File: src/rtl/scr1_ialu_rvm_seq.sv
// scr1_ialu_rvm_seq: multi-cycle RV32M/RV64M multiply/divide unit with abort and divide fast paths
module scr1_ialu_rvm_seq #(
  parameter int SCR1_XLEN           = 32,
  parameter int SCR1_IALU_CMD_WIDTH = 5,
  parameter int MUL_BITS_PER_CYCLE  = 1
) (
  input  logic                           clk,
  input  logic                           rst_n,
  input  logic                           ialu_rvm_cmd_vd_i,
  input  logic [SCR1_IALU_CMD_WIDTH-1:0] ialu_cmd_i,
  input  logic [SCR1_XLEN-1:0]           ialu_main_op1_i,
  input  logic [SCR1_XLEN-1:0]           ialu_main_op2_i,
  output logic [SCR1_XLEN-1:0]           ialu_main_res_o,
  output logic                           ialu_rvm_res_rdy_o,
  output logic                           ialu_rvm_busy_o
);
  localparam int X  = SCR1_XLEN;
  localparam int B  = MUL_BITS_PER_CYCLE;
  localparam int CW = $clog2(X);
  localparam logic [CW-1:0] MUL_LAST = CW'(X / B - 1);
  localparam logic [CW-1:0] DIV_LAST = CW'(X - 1);
  localparam logic [X-1:0]  MIN_VAL  = {1'b1, {(X-1){1'b0}}};
  typedef enum logic [1:0] {IDLE, CALC, DONE} state_t;
  state_t          state_q;
  logic [2:0]      op_q;
  logic            neg_q;
  logic [X-1:0]    b_q, res_q;
  logic [2*X-1:0]  acc_q;
  logic [CW-1:0]   cnt_q;
  logic            cmd_ok, sgn1, sgn2, neg1, neg2, rem_i, div0, ovf;
  logic [2:0]      op_i;
  logic [X-1:0]    abs1, abs2, fast_res, dres, fin;
  logic [X+B-1:0]  hi_sum;
  logic [X:0]      rem_sh, diff;
  logic [2*X-1:0]  mul_n, div_n, acc_n, prod;
  assign op_i     = ialu_cmd_i[2:0];
  assign cmd_ok   = ialu_cmd_i >= SCR1_IALU_CMD_WIDTH'(16) && ialu_cmd_i <= SCR1_IALU_CMD_WIDTH'(23);
  assign sgn1     = op_i inside {3'd1, 3'd2, 3'd4, 3'd6};
  assign sgn2     = op_i inside {3'd1, 3'd4, 3'd6};
  assign neg1     = sgn1 & ialu_main_op1_i[X-1];
  assign neg2     = sgn2 & ialu_main_op2_i[X-1];
  assign abs1     = neg1 ? -ialu_main_op1_i : ialu_main_op1_i;
  assign abs2     = neg2 ? -ialu_main_op2_i : ialu_main_op2_i;
  assign rem_i    = op_i[2] & op_i[1];
  assign div0     = op_i[2] && ialu_main_op2_i == '0;
  assign ovf      = op_i[2] && !op_i[0] && ialu_main_op1_i == MIN_VAL && ialu_main_op2_i == '1;
  assign fast_res = rem_i ? (div0 ? ialu_main_op1_i : '0) : (div0 ? '1 : MIN_VAL);
  // Multiply: add b * (low B multiplier bits) into the high half, then shift the whole accumulator right
  assign hi_sum   = {{B{1'b0}}, acc_q[2*X-1:X]} + {{B{1'b0}}, b_q} * {{X{1'b0}}, acc_q[B-1:0]};
  assign mul_n    = {hi_sum, acc_q[X-1:B]};
  // Divide: high half is the partial remainder, low half shifts dividend out and quotient in
  assign rem_sh   = {acc_q[2*X-1:X], acc_q[X-1]};
  assign diff     = rem_sh - {1'b0, b_q};
  assign div_n    = diff[X] ? {rem_sh[X-1:0], acc_q[X-2:0], 1'b0} : {diff[X-1:0], acc_q[X-2:0], 1'b1};
  assign acc_n    = op_q[2] ? div_n : mul_n;
  assign prod     = neg_q ? -acc_n : acc_n;
  assign dres     = op_q[1] ? acc_n[2*X-1:X] : acc_n[X-1:0];
  assign fin      = op_q[2] ? (neg_q ? -dres : dres) : (op_q[1:0] == 2'd0 ? prod[X-1:0] : prod[2*X-1:X]);
  always_ff @(posedge clk or negedge rst_n) begin
    if (!rst_n) begin
      state_q <= IDLE;
      op_q    <= '0;
      neg_q   <= 1'b0;
      b_q     <= '0;
      acc_q   <= '0;
      cnt_q   <= '0;
      res_q   <= '0;
    end else begin
      case (state_q)
        IDLE: if (ialu_rvm_cmd_vd_i && cmd_ok) begin
          op_q    <= op_i;
          neg_q   <= neg1 ^ (neg2 & ~rem_i);
          b_q     <= abs2;
          acc_q   <= {{X{1'b0}}, abs1};
          cnt_q   <= op_i[2] ? DIV_LAST : MUL_LAST;
          res_q   <= (div0 || ovf) ? fast_res : res_q;
          state_q <= (div0 || ovf) ? DONE : CALC;
        end
        CALC: if (!ialu_rvm_cmd_vd_i) begin
          state_q <= IDLE;
        end else begin
          acc_q   <= acc_n;
          cnt_q   <= cnt_q - CW'(1);
          res_q   <= cnt_q == '0 ? fin : res_q;
          state_q <= cnt_q == '0 ? DONE : CALC;
        end
        default: state_q <= IDLE;
      endcase
    end
  end
  assign ialu_main_res_o    = res_q;
  assign ialu_rvm_res_rdy_o = state_q == DONE;
  assign ialu_rvm_busy_o    = state_q != IDLE;
endmodule

File: config.mk
export PLATFORM = sky130hd
export DESIGN_NAME = scr1_ialu_rvm_seq
export DESIGN_NICKNAME = d
export VERILOG_FILES = /design/src/rtl/scr1_ialu_rvm_seq.sv
export SDC_FILE = /design/constraint.sdc
export NUM_CORES = 1
export LEC_CHECK = 0
export ABC_AREA = 1
export CAP_MARGIN = 20
export CORE_MARGIN = 3
export CORE_UTILIZATION = 50
export CTS_CLUSTER_DIAMETER = 150
export CTS_CLUSTER_SIZE = 12
export DETAILED_ROUTE_END_ITERATION = 12
export PLACE_DENSITY = 0.65
export SYNTH_ARGS = -nofsm -noshare
export SYNTH_HDL_FRONTEND = slang
export SYNTH_SLANG_ARGS = --single-unit
File: constraint.sdc
create_clock -name clk -period 4.66 [get_ports clk]
set_input_delay 0.932 -clock clk [delete_from_list [all_inputs] [get_ports clk]]
set_output_delay 0.932 -clock clk [all_outputs]
set_load 0.02 [all_outputs]
== Word-level counts from Yosys, hierarchy flattened ==
Index checks and enable logic that the tools add are counted.

* Register bits after elaboration: 139
* Input bits: 72

* Add/sub/neg operators: 7
* Multiply operators: 1
* $lt $le $gt $ge: 2
* Equality and inequality tests: 12
* Multiplexer cells: 28
* Bitwise gates (word level): 6
* Reductions and logical operators: 19

{| class="wikitable"
|+ Operators with widths
! kind !! number
|-
| two-way mux 32 bit || 12
|-
| two-way mux 64 bit || 5
|-
| one-hot mux 64 bit (2 select lines) || 1
|-
| negation 32 bit || 3
|-
| equality test 32 bit, second input constant || 2
|-
| negation 64 bit || 1
|-
| one-hot mux 32 bit (2 select lines) || 1
|-
| adder 32 x 33 -> 33 bit || 1
|-
| multiplier 32 x 1 -> 33 bit || 1
|-
| subtractor 33 x 32 -> 33 bit || 1
|-
| logical NOT 32 bit || 1
|-
| two-way mux 31 bit || 1
|-
| two-way mux 5 bit || 2
|-
| one-hot mux 5 bit (2 select lines) || 1
|-
| two-way mux 2 bit || 4
|-
| != test 2 bit, second input constant || 4
|-
| equality test 3 bit, second input constant || 2
|-
| logical AND 1 bit || 6
|-
| greater-or-equal comparator 5 bit, second input constant || 1
|-
| less-or-equal comparator 5 bit, second input constant || 1
|-
| logical NOT 5 bit || 1
|-
| AND reduction 5 bit || 1
|-
| subtractor 5 x 1 -> 5 bit, second input constant || 1
|-
| AND 1 bit || 4
|-
| other kinds (15) || 17
|}

== Logic depth before layout (Yosys ltp) ==
Gate-level depths: netlist of run 1.

* Word-level depth: 10
* Depth in mapped cells: 37

== Worst setup path after synthesis of run 1 ==
OpenSTA, ideal clock, no wires.

* Path type: register to register
* Start point: reg b_q[0]
* End point: reg res_q[16], in the netlist ialu_main_res_o[16]
* Arrival: 3.929 ns
* Slack: 0.653 ns
* Stages on the path, launching flop included: 33
* Buffers on the path: 0
* Clock period less this slack: 4.007 ns
* Path through: dfrtp_1 > ha_1 > fa_1 > inv_1 > nand2_1 > nand2_1 > nand3_1 > nand2_2 > nand2_1 > nand2_2 > nand2_4 > nand3_2 > nand2_4 > nand2_4 > nand2_2 > inv_2 > ha_1 > nand3_1 > nor2_2 > nand3_2 > nor3_4 > nand4_2 > nor2_2 > nand4_2 > nor2_2 > nand3_2 > o21ai_4 > nand2_2 > nand2_1 > nand2_1 > o21ai_1 > nand3_1 > a21oi_1

* Word-level cells in the longest chain between the ends: 10
* Elaborated cells on any way between the ends: 15
* Classes of those cells: 4 x add/sub; 1 x mul; 10 x mux

{| class="wikitable"
|+ RTL lines
! element !! RTL line !! text
|-
| from (decl) || 27 || <nowiki>logic [X-1:0] b_q, res_q;</nowiki>
|-
| from (signal assigned) || 73 || <nowiki>b_q <= abs2;</nowiki>
|-
| multiplier 32 x 1 -> 33 bit / subtractor 33 x 32 -> 33 bit (equally long branches) || 49, 53 ||
|-
| adder 32 x 33 -> 33 bit / two-way mux 64 bit (equally long branches) || 49, 54 ||
|-
| two-way mux 64 bit (*) || 55 || <nowiki>assign acc_n = op_q[2] ? div_n : mul_n;</nowiki>
|-
| negation 64 bit / two-way mux 32 bit (equally long branches) || 56, 57 ||
|-
| two-way mux 64 bit / negation 32 bit (equally long branches) || 56, 58 ||
|-
| two-way mux 32 bit || 58 || <nowiki>assign fin = op_q[2] ? (neg_q ? -dres : dres) : (op_q[1:0] == 2'd0 ? prod[X-1:0] : prod[2*X-1:X]);</nowiki>
|-
| two-way mux 32 bit (*) || 58 ||
|-
| two-way mux 32 bit (*) || 84 || <nowiki>res_q <= cnt_q == '0 ? fin : res_q;</nowiki>
|-
| two-way mux 32 bit (*) || 79 || <nowiki>CALC: if (!ialu_rvm_cmd_vd_i) begin</nowiki>
|-
| one-hot mux 32 bit (2 select lines) (*) || 69 || <nowiki>case (state_q)</nowiki>
|-
| to (signal assigned) || 76 || <nowiki>res_q <= (div0 || ovf) ? fast_res : res_q;</nowiki>
|-
| to (signal assigned) || 84 ||
|-
| to (decl) || 27 ||
|}

Mark *: on every way between the ends. The rest lies on a longest branch, timed or not. The select of a mux whose other input is x is not followed.
A chain may end at the register's enable or synchronous reset.

== Worst setup path after layout of run 1 ==
* Start point: reg b_q[19]
* End point: reg res_q[8], in the netlist ialu_main_res_o[8]

* Word-level cells in the longest chain between the ends: 10
* Elaborated cells on any way between the ends: 13
* Classes of those cells: 3 x add/sub; 10 x mux

{| class="wikitable"
|+ RTL lines
! element !! RTL line !! text
|-
| subtractor 33 x 32 -> 33 bit (*) || 53 || <nowiki>assign diff = rem_sh - {1'b0, b_q};</nowiki>
|-
| two-way mux 64 bit (*) || 54 || <nowiki>assign div_n = diff[X] ? {rem_sh[X-1:0], acc_q[X-2:0], 1'b0} : {diff[X-1:0], acc_q[X-2:0], 1'b1};</nowiki>
|-
| two-way mux 64 bit (*) || 55 ||
|-
| negation 64 bit / two-way mux 32 bit (equally long branches) || 56, 57 ||
|-
| two-way mux 64 bit / negation 32 bit (equally long branches) || 56, 58 ||
|-
| two-way mux 32 bit || 58 ||
|-
| two-way mux 32 bit (*) || 58 ||
|-
| two-way mux 32 bit (*) || 84 ||
|-
| two-way mux 32 bit (*) || 79 ||
|-
| one-hot mux 32 bit (2 select lines) (*) || 69 ||
|}

Marks and branches as above.

==> flow_metrics.py, run 1 <==
metrics = {
    "run_status": {
        "status": "completed",
    },
    "drt": {
        "drc": 0,
        "dr.pass1.iters": 8,
        "first_iter_violations": 3390,
        "antenna_left": 0,
        "wl_per_cell_um": 21.0,
        "vias": 22600,
        "wirelength_um": 80100,
        "viasPerCell": 5.92,
    },
    "sta": {
        "max_freq_mhz": 223,
        "final_max_slew_viol_count": 0,
        "min_period_ns": 4.49,
        "finalSetupViolCount": 0,
        "slew_headroom_pct": 32.4,
        "fin_skew_ns": 0.0169,
        "period_share_pct": 96.4,
        "setup_slack_ns": 0.168,
        "tightest_slew_ns": 1.01,
        "fin_tns_setup_ns": 0,
        "hold_viol": 0,
    },
    "logic_synthesis": {
        "synth-xor-area-share_pct": 4.46,
        "synth_area_sq_um": 18000,
        "ys.flop_type": "dfrtp_1",
        "synth_warnings": 0,
        "synthSimpleGateAreaFrac_pct": 42.6,
        "synthAdderAreaFrac_pct": 5.07,
        "synth.net_count": 3343,
        "avgSynthCellArea_sq_um": 5.64,
        "synth-edff-count": 0,
        "seq_area_frac_synth_pct": 19.3,
        "synth_compound_area_share_pct": 16.1,
        "synthCells": 3199,
        "synth_top_family_by_area": "simple AND/OR/NAND/NOR gates",
        "muxShareOfSynthArea_pct": 0,
        "ys_ff_latch": 139,
        "ys_async_sr_fraction_pct": 100,
        "ys_types": 53,
    },
    "floorplanning": {
        "io-pin-count": 106,
        "initial_core_util_pct": 51.5,
        "fp.dieH_um": 196,
        "dieWidth_um": 196,
        "die_area_sq_um": 38400,
        "rows": 68,
        "core_sq_um": 35100,
    },
    "clocking": {
        "numCtsBuffers": 17,
        "cts-root-buf": "clkbuf_16",
        "clock_latency_ns": 0.46,
        "cts.sinks": 139,
        "clkTransAtPathRegs_ns": 0.08,
        "h-tree-depth": 4,
        "cts_tree": "built",
        "clk_path_buf_depth": 2,
    },
    "layout": {
        "final_cell_area_sq_um": 21100,
        "syn2layout_area_growth_pct": 16.8,
        "nFillCells": 3551,
        "nets": 3495,
        "drive_above_1_share_pct": 9.87,
        "diodes": 0,
    },
    "critical_path": {
        "required_ns": 5.04,
        "ff2ff_setup_slack_ns": 0.17,
        "worst-path-buf-inv": 3,
        "slowest_delay_ns": 0.41,
        "cp-start-kind": "flop",
        "worst_r2r_startpoint": "b_q[19]",
        "worst_setup_path_end_kind": "flop",
        "cp.arrival_ns": 4.88,
        "crit_top_cell": "nand2_4",
        "cp_top_family": "simple AND/OR/NAND/NOR gates",
        "crit_slowest_cell": "dfrtp_1",
        "r2r-end": "ialu_main_res_o[8]",
        "path_max_fanout": 5,
        "crit_type": "flop to flop",
        "r2r_cells": 30,
    },
    "global_route": {
        "grtUsageTotal_pct": 40.6,
        "antenna_found_initial": 3,
        "grt_max_degree": 91,
        "overflow": 0,
        "grt_pass1_vias": 20700,
        "grt_pass1_wl_um": 120000,
    },
    "worst_hold_path": {
        "hp-class": "flop to flop",
        "whs_endpoint": "cnt_q[0]",
        "hold_start": "cnt_q[0]",
        "worstHoldPathCells": 1,
    },
    "place": {
        "dp_hpwl_um": 63900,
        "gp_congestion": 1.12,
        "dpl_cell_area_sq_um": 20100,
        "place_ws_ns": 0.147,
        "io_buffers": 105,
    },
    "run": {
        "max_cap_viol_count": 0,
    },
}
-- per-layer routing --
metal  vias up  wire (um)  part of all wire (%)  GRT usage, %
li1      10500          -                     -             -
met1     10400      33400                    42          57.6
met2      1528      31600                    39          57.0
met3       188      11700                    15          13.5
met4         2       3360                   4.2          14.9
met5         -         12                 0.015             0
-- cell usage after synthesis (10+ instances only) --
| master | count | area (sq um) |
|---|---|---|
| a31oi_1 | 10 | 62.6 |
| o21bai_1 | 18 | 135 |
| o21ai_1 | 10 | 50.1 |
| nand3b_1 | 14 | 105 |
| xor2_1 | 77 | 674 |
| nand4_1 | 40 | 250 |
| o22ai_1 | 15 | 93.8 |
| nand2_1 | 982 | 3690 |
| nor4_1 | 11 | 68.8 |
| nor2_1 | 353 | 1330 |
| a21oi_1 | 198 | 991 |
| o21ai_0 | 245 | 1230 |
| xnor2_1 | 15 | 131 |
| nor2_2 | 21 | 131 |
| nand2_2 | 48 | 300 |
| nand3_2 | 13 | 130 |
| clkbuf_1 | 63 | 236 |
| nand3_1 | 256 | 1280 |
| buf_2 | 24 | 120 |
| dfrtp_1 | 139 | 3480 |
| ha_1 | 70 | 876 |
| nor3_1 | 33 | 165 |
| inv_1 | 447 | 1680 |
-- placed cells by master (no fill, tap or decap), types with 4 or more instances in the layout --
cell,n
a21o_1,5
a21oi_1,192
a21oi_2,11
a31oi_1,10
buf_12,5
buf_4,128
clkbuf_16,17
clkdlybuf4s50_1,104
clkinv_1,6
clkinv_4,5
dfrtp_1,135
ha_1,54
ha_2,7
ha_4,9
inv_1,443
inv_2,9
nand2_1,973
nand2_2,56
nand2_4,6
nand3_1,255
nand3_2,11
nand3b_1,14
nand4_1,40
nor2_1,352
nor2_2,16
nor2_4,12
nor3_1,33
nor4_1,11
o211ai_1,5
o21ai_0,244
o21ai_1,11
o21ai_2,5
o21bai_1,17
o22ai_1,15
o31ai_1,4
or2_2,6
xnor2_1,15
xor2_1,77
-- kinds of logic (layout without fill, tap and decap cells) --
kind of cell | after synthesis | after routing
xor+xnor | 92 | 92
simple gates | 1798 | 1798
flops | 139 | 139
fa+ha+maj | 72 | 72
buf+inv | 564 | 729
compound gates | 534 | 534
-- flip-flops by register name (all words and copies together), names as in the netlist --
signal,flops
acc_q,64
b_q,32
ialu_main_res_o,32
cnt_q,5
op_q,3
state_q,2
neg_q,1
-- worst register-to-register path, delay by kind of cell, from the launching register on --
kind,cells,cell delay [ns]
flops,1,0.41
fa+ha+maj,2,0.45
simple gates,20,2.27
xor+xnor,1,0.14
buf+inv,3,0.29
compound gates,4,0.87
-- metrics by stage --
| stage | util [%] | hold WS (ns) | std cells |
|---|---|---|---|
| 6_report | 60.1 | 0.500 | 3819 |
| 5_1_grt | 60.1 | 0.531 | 3819 |
| 4_1_cts | 59.0 | 0.499 | 3801 |
| 3_5_place_dp | 57.3 | 0.486 | 3769 |
| 3_3_place_gp | 57.3 | 0.483 | 3768 |
| 2_1_floorplan | - | 0.454 | 3199 |
-- how the worst max path moves through the flow --
stage / startpoint / end / slack (ns) / cells after the start
2_1_floorplan: b_q[0] / ialu_main_res_o[16] / 0.65 / 32
3_3_place_gp: b_q[0] / ialu_main_res_o[20] / 0.29 / 33
3_5_place_dp: b_q[0] / ialu_main_res_o[20] / 0.15 / 33
4_1_cts: b_q[0] / ialu_main_res_o[20] / 0.12 / 33
5_1_grt: acc_q[31] / ialu_main_res_o[8] / -0.06 / 33
6_report: b_q[19] / ialu_main_res_o[8] / 0.17 / 30
-- what timing repair did --
action / 4_1_cts / 5_1_grt
endpoints found under the setup margin: 0 / 20
resized for setup: 0 / 52
hold buffers: 0 / 0
setup buffers: 0 / 18
-- layout make-up --
| type | instances | area (sq um) | area share, % |
|---|---|---|---|
| timing repair buffer | 239 | 2130 | 10.1 |
| tap | 455 | 569 | 2.70 |
| sequential | 139 | 3490 | 16.5 |
| inverter | 458 | 1720 | 8.15 |
| clock buffer | 19 | 453 | 2.15 |
| clock inverter | 13 | 158 | 0.748 |
| multi-input combinational | 2496 | 12600 | 59.6 |
Power of run 1 is not shown: default switching activity piles up to over one toggle a cycle in this logic, so the estimate is an artifact.
==> inputs of run 2 (changes only) <==
--- a/config.mk
+++ b/config.mk
@@ -12,6 +12,7 @@
 export CTS_CLUSTER_DIAMETER = 150
 export CTS_CLUSTER_SIZE = 12
 export DETAILED_ROUTE_END_ITERATION = 12
+export GPL_TIMING_DRIVEN = 0
 export PLACE_DENSITY = 0.65
 export SYNTH_ARGS = -nofsm -noshare
 export SYNTH_HDL_FRONTEND = slang
==> flow_metrics.py, run 2 (synthesis gave the netlist of run 1 again) <==
metrics = {
    "run_status": {
        "status": "completed",
    },
    "floorplanning": {
        "core_sq_um": 35100,
        "fp.dieH_um": 196,
        "rows": 68,
        "io-pin-count": 106,
        "dieWidth_um": 196,
        "die_area_sq_um": 38400,
        "initial_core_util_pct": 51.5,
    },
    "drt": {
        "first_iter_violations": 3556,
        "wirelength_um": 86500,
        "antenna_left": 0,
        "viasPerCell": 6.05,
        "wl_per_cell_um": 22.5,
        "dr.pass1.iters": 11,
        "vias": 23300,
        "drc": 0,
    },
    "global_route": {
        "overflow": 0,
        "grt_pass1_wl_um": 127000,
        "antenna_found_initial": 1,
        "grt_pass1_vias": 21100,
        "grtUsageTotal_pct": 43.4,
        "grt_max_degree": 101,
    },
    "clocking": {
        "h-tree-depth": 4,
        "clock_latency_ns": 0.46,
        "cts.sinks": 139,
        "cts_tree": "built",
        "clk_path_buf_depth": 2,
        "numCtsBuffers": 17,
        "clkTransAtPathRegs_ns": 0.07,
        "cts-root-buf": "clkbuf_16",
    },
    "sta": {
        "finalSetupViolCount": 0,
        "final_max_slew_viol_count": 0,
        "fin_skew_ns": 0.0179,
        "max_freq_mhz": 216,
        "tightest_slew_ns": 1.07,
        "setup_slack_ns": 0.0364,
        "min_period_ns": 4.62,
        "period_share_pct": 99.2,
        "rsz0062_at_grt": "yes",
        "hold_viol": 0,
        "slew_headroom_pct": 27.8,
    },
    "place": {
        "place_ws_ns": -0.808,
        "placedCellCount": 3759,
        "io_buffers": 104,
        "dpl_cell_area_sq_um": 19700,
        "dp_hpwl_um": 68300,
        "gp_congestion": 1.07,
    },
    "critical_path": {
        "required_ns": 5.03,
        "cp-start-kind": "flop",
        "worst_setup_path_end_kind": "flop",
        "crit_type": "flop to flop",
        "path_max_fanout": 10,
        "cp.arrival_ns": 5.00,
    },
    "run": {
        "max_cap_viol_count": 0,
    },
    "layout": {
        "final_cells": 3845,
        "regMostFlops": "acc_q",
        "final_cell_area_sq_um": 21400,
        "final_cell_mix": "nand2_1 (964), inv_1 (433), nor2_1 (346)",
        "nets": 3521,
        "final_common_cell": "nand2_1",
        "largest_reg_flops": 64,
        "syn2layout_area_growth_pct": 18.3,
        "drive_above_1_share_pct": 10.7,
        "diodes": 0,
    },
    "worst_hold_path": {
        "hp-class": "input pin to asynchronous set/reset pin",
    },
}
-- run 2: area by class of cell --
type / count / area [sq um]
Buffer: 104 / 533
Fill cell: 3419 / 13700
Clock inverter: 12 / 113
Inverter: 458 / 1730
Multi-Input combinational cell: 2496 / 12900
Clock buffer: 20 / 457
Timing Repair Buffer: 161 / 1510
Tap cell: 455 / 569
Sequential cell: 139 / 3510
-- run 2: repair_timing --
item,CTS,global route
hold buffers,0,0
buffers inserted,32,24
setup endpoints to repair,29,30
pin swaps,17,21
resized for setup,85,70
-- run 2: per-stage QoR --
stage / utilization (%) / TNS, ns / hold WS, ns
6_report: 60.9 / 0 / 0.419
5_1_grt: 60.9 / -0.272 / 0.443
4_1_cts: 59.5 / 0 / 0.430
3_5_place_dp: 56.2 / -15.72 / 0.484
3_3_place_gp: 56.1 / -437.25 / 0.470
2_1_floorplan: - / 0 / 0.454
-- run 2: path summary, 6_finish.rpt --
check                                         start                  end  slack [ns]  depth (start not counted)
worst max register to register             acc_q[0]  ialu_main_res_o[10]        0.04                         21
worst min-delay path                          rst_n            acc_q[59]        0.42                          1
max in group asynchronous                     rst_n              b_q[28]        3.38                          2
worst max-delay path                       acc_q[0]  ialu_main_res_o[10]        0.04                         21
min in group clk                ialu_main_res_o[30]  ialu_main_res_o[30]        0.49                          2
worst min register to register  ialu_main_res_o[30]  ialu_main_res_o[30]        0.49                          2
-- run 2: worst max-delay path, cell delays in order, from the launching register on --
cell     delay [ns]
dfrtp_2        0.47
buf_4          0.21
nand2_1        0.08
inv_1          0.06
ha_1           0.22
fa_1           0.42
nand2_1        0.14
o21ai_4        0.13
a21oi_2        0.28
inv_1          0.23
o21ai_1        0.36
nand2_2        0.14
nor2_2         0.18
nand3_1        0.32
nand2_1        0.17
nand2_2        0.12
nor2_4         0.20
xor2_1         0.16
nand2_1        0.09
nand2_1        0.07
nand3_1        0.23
a21oi_1        0.23
-- run 2: layer usage --
| metal | share of wire [%] | GRT usage (%) |
|---|---|---|
| met1 | 40 | 61.4 |
| met2 | 39 | 60.9 |
| met3 | 16 | 14.2 |
| met4 | 4.5 | 16.7 |
| met5 | 0.015 | 0 |
Power of run 2 is left out for the same reason.
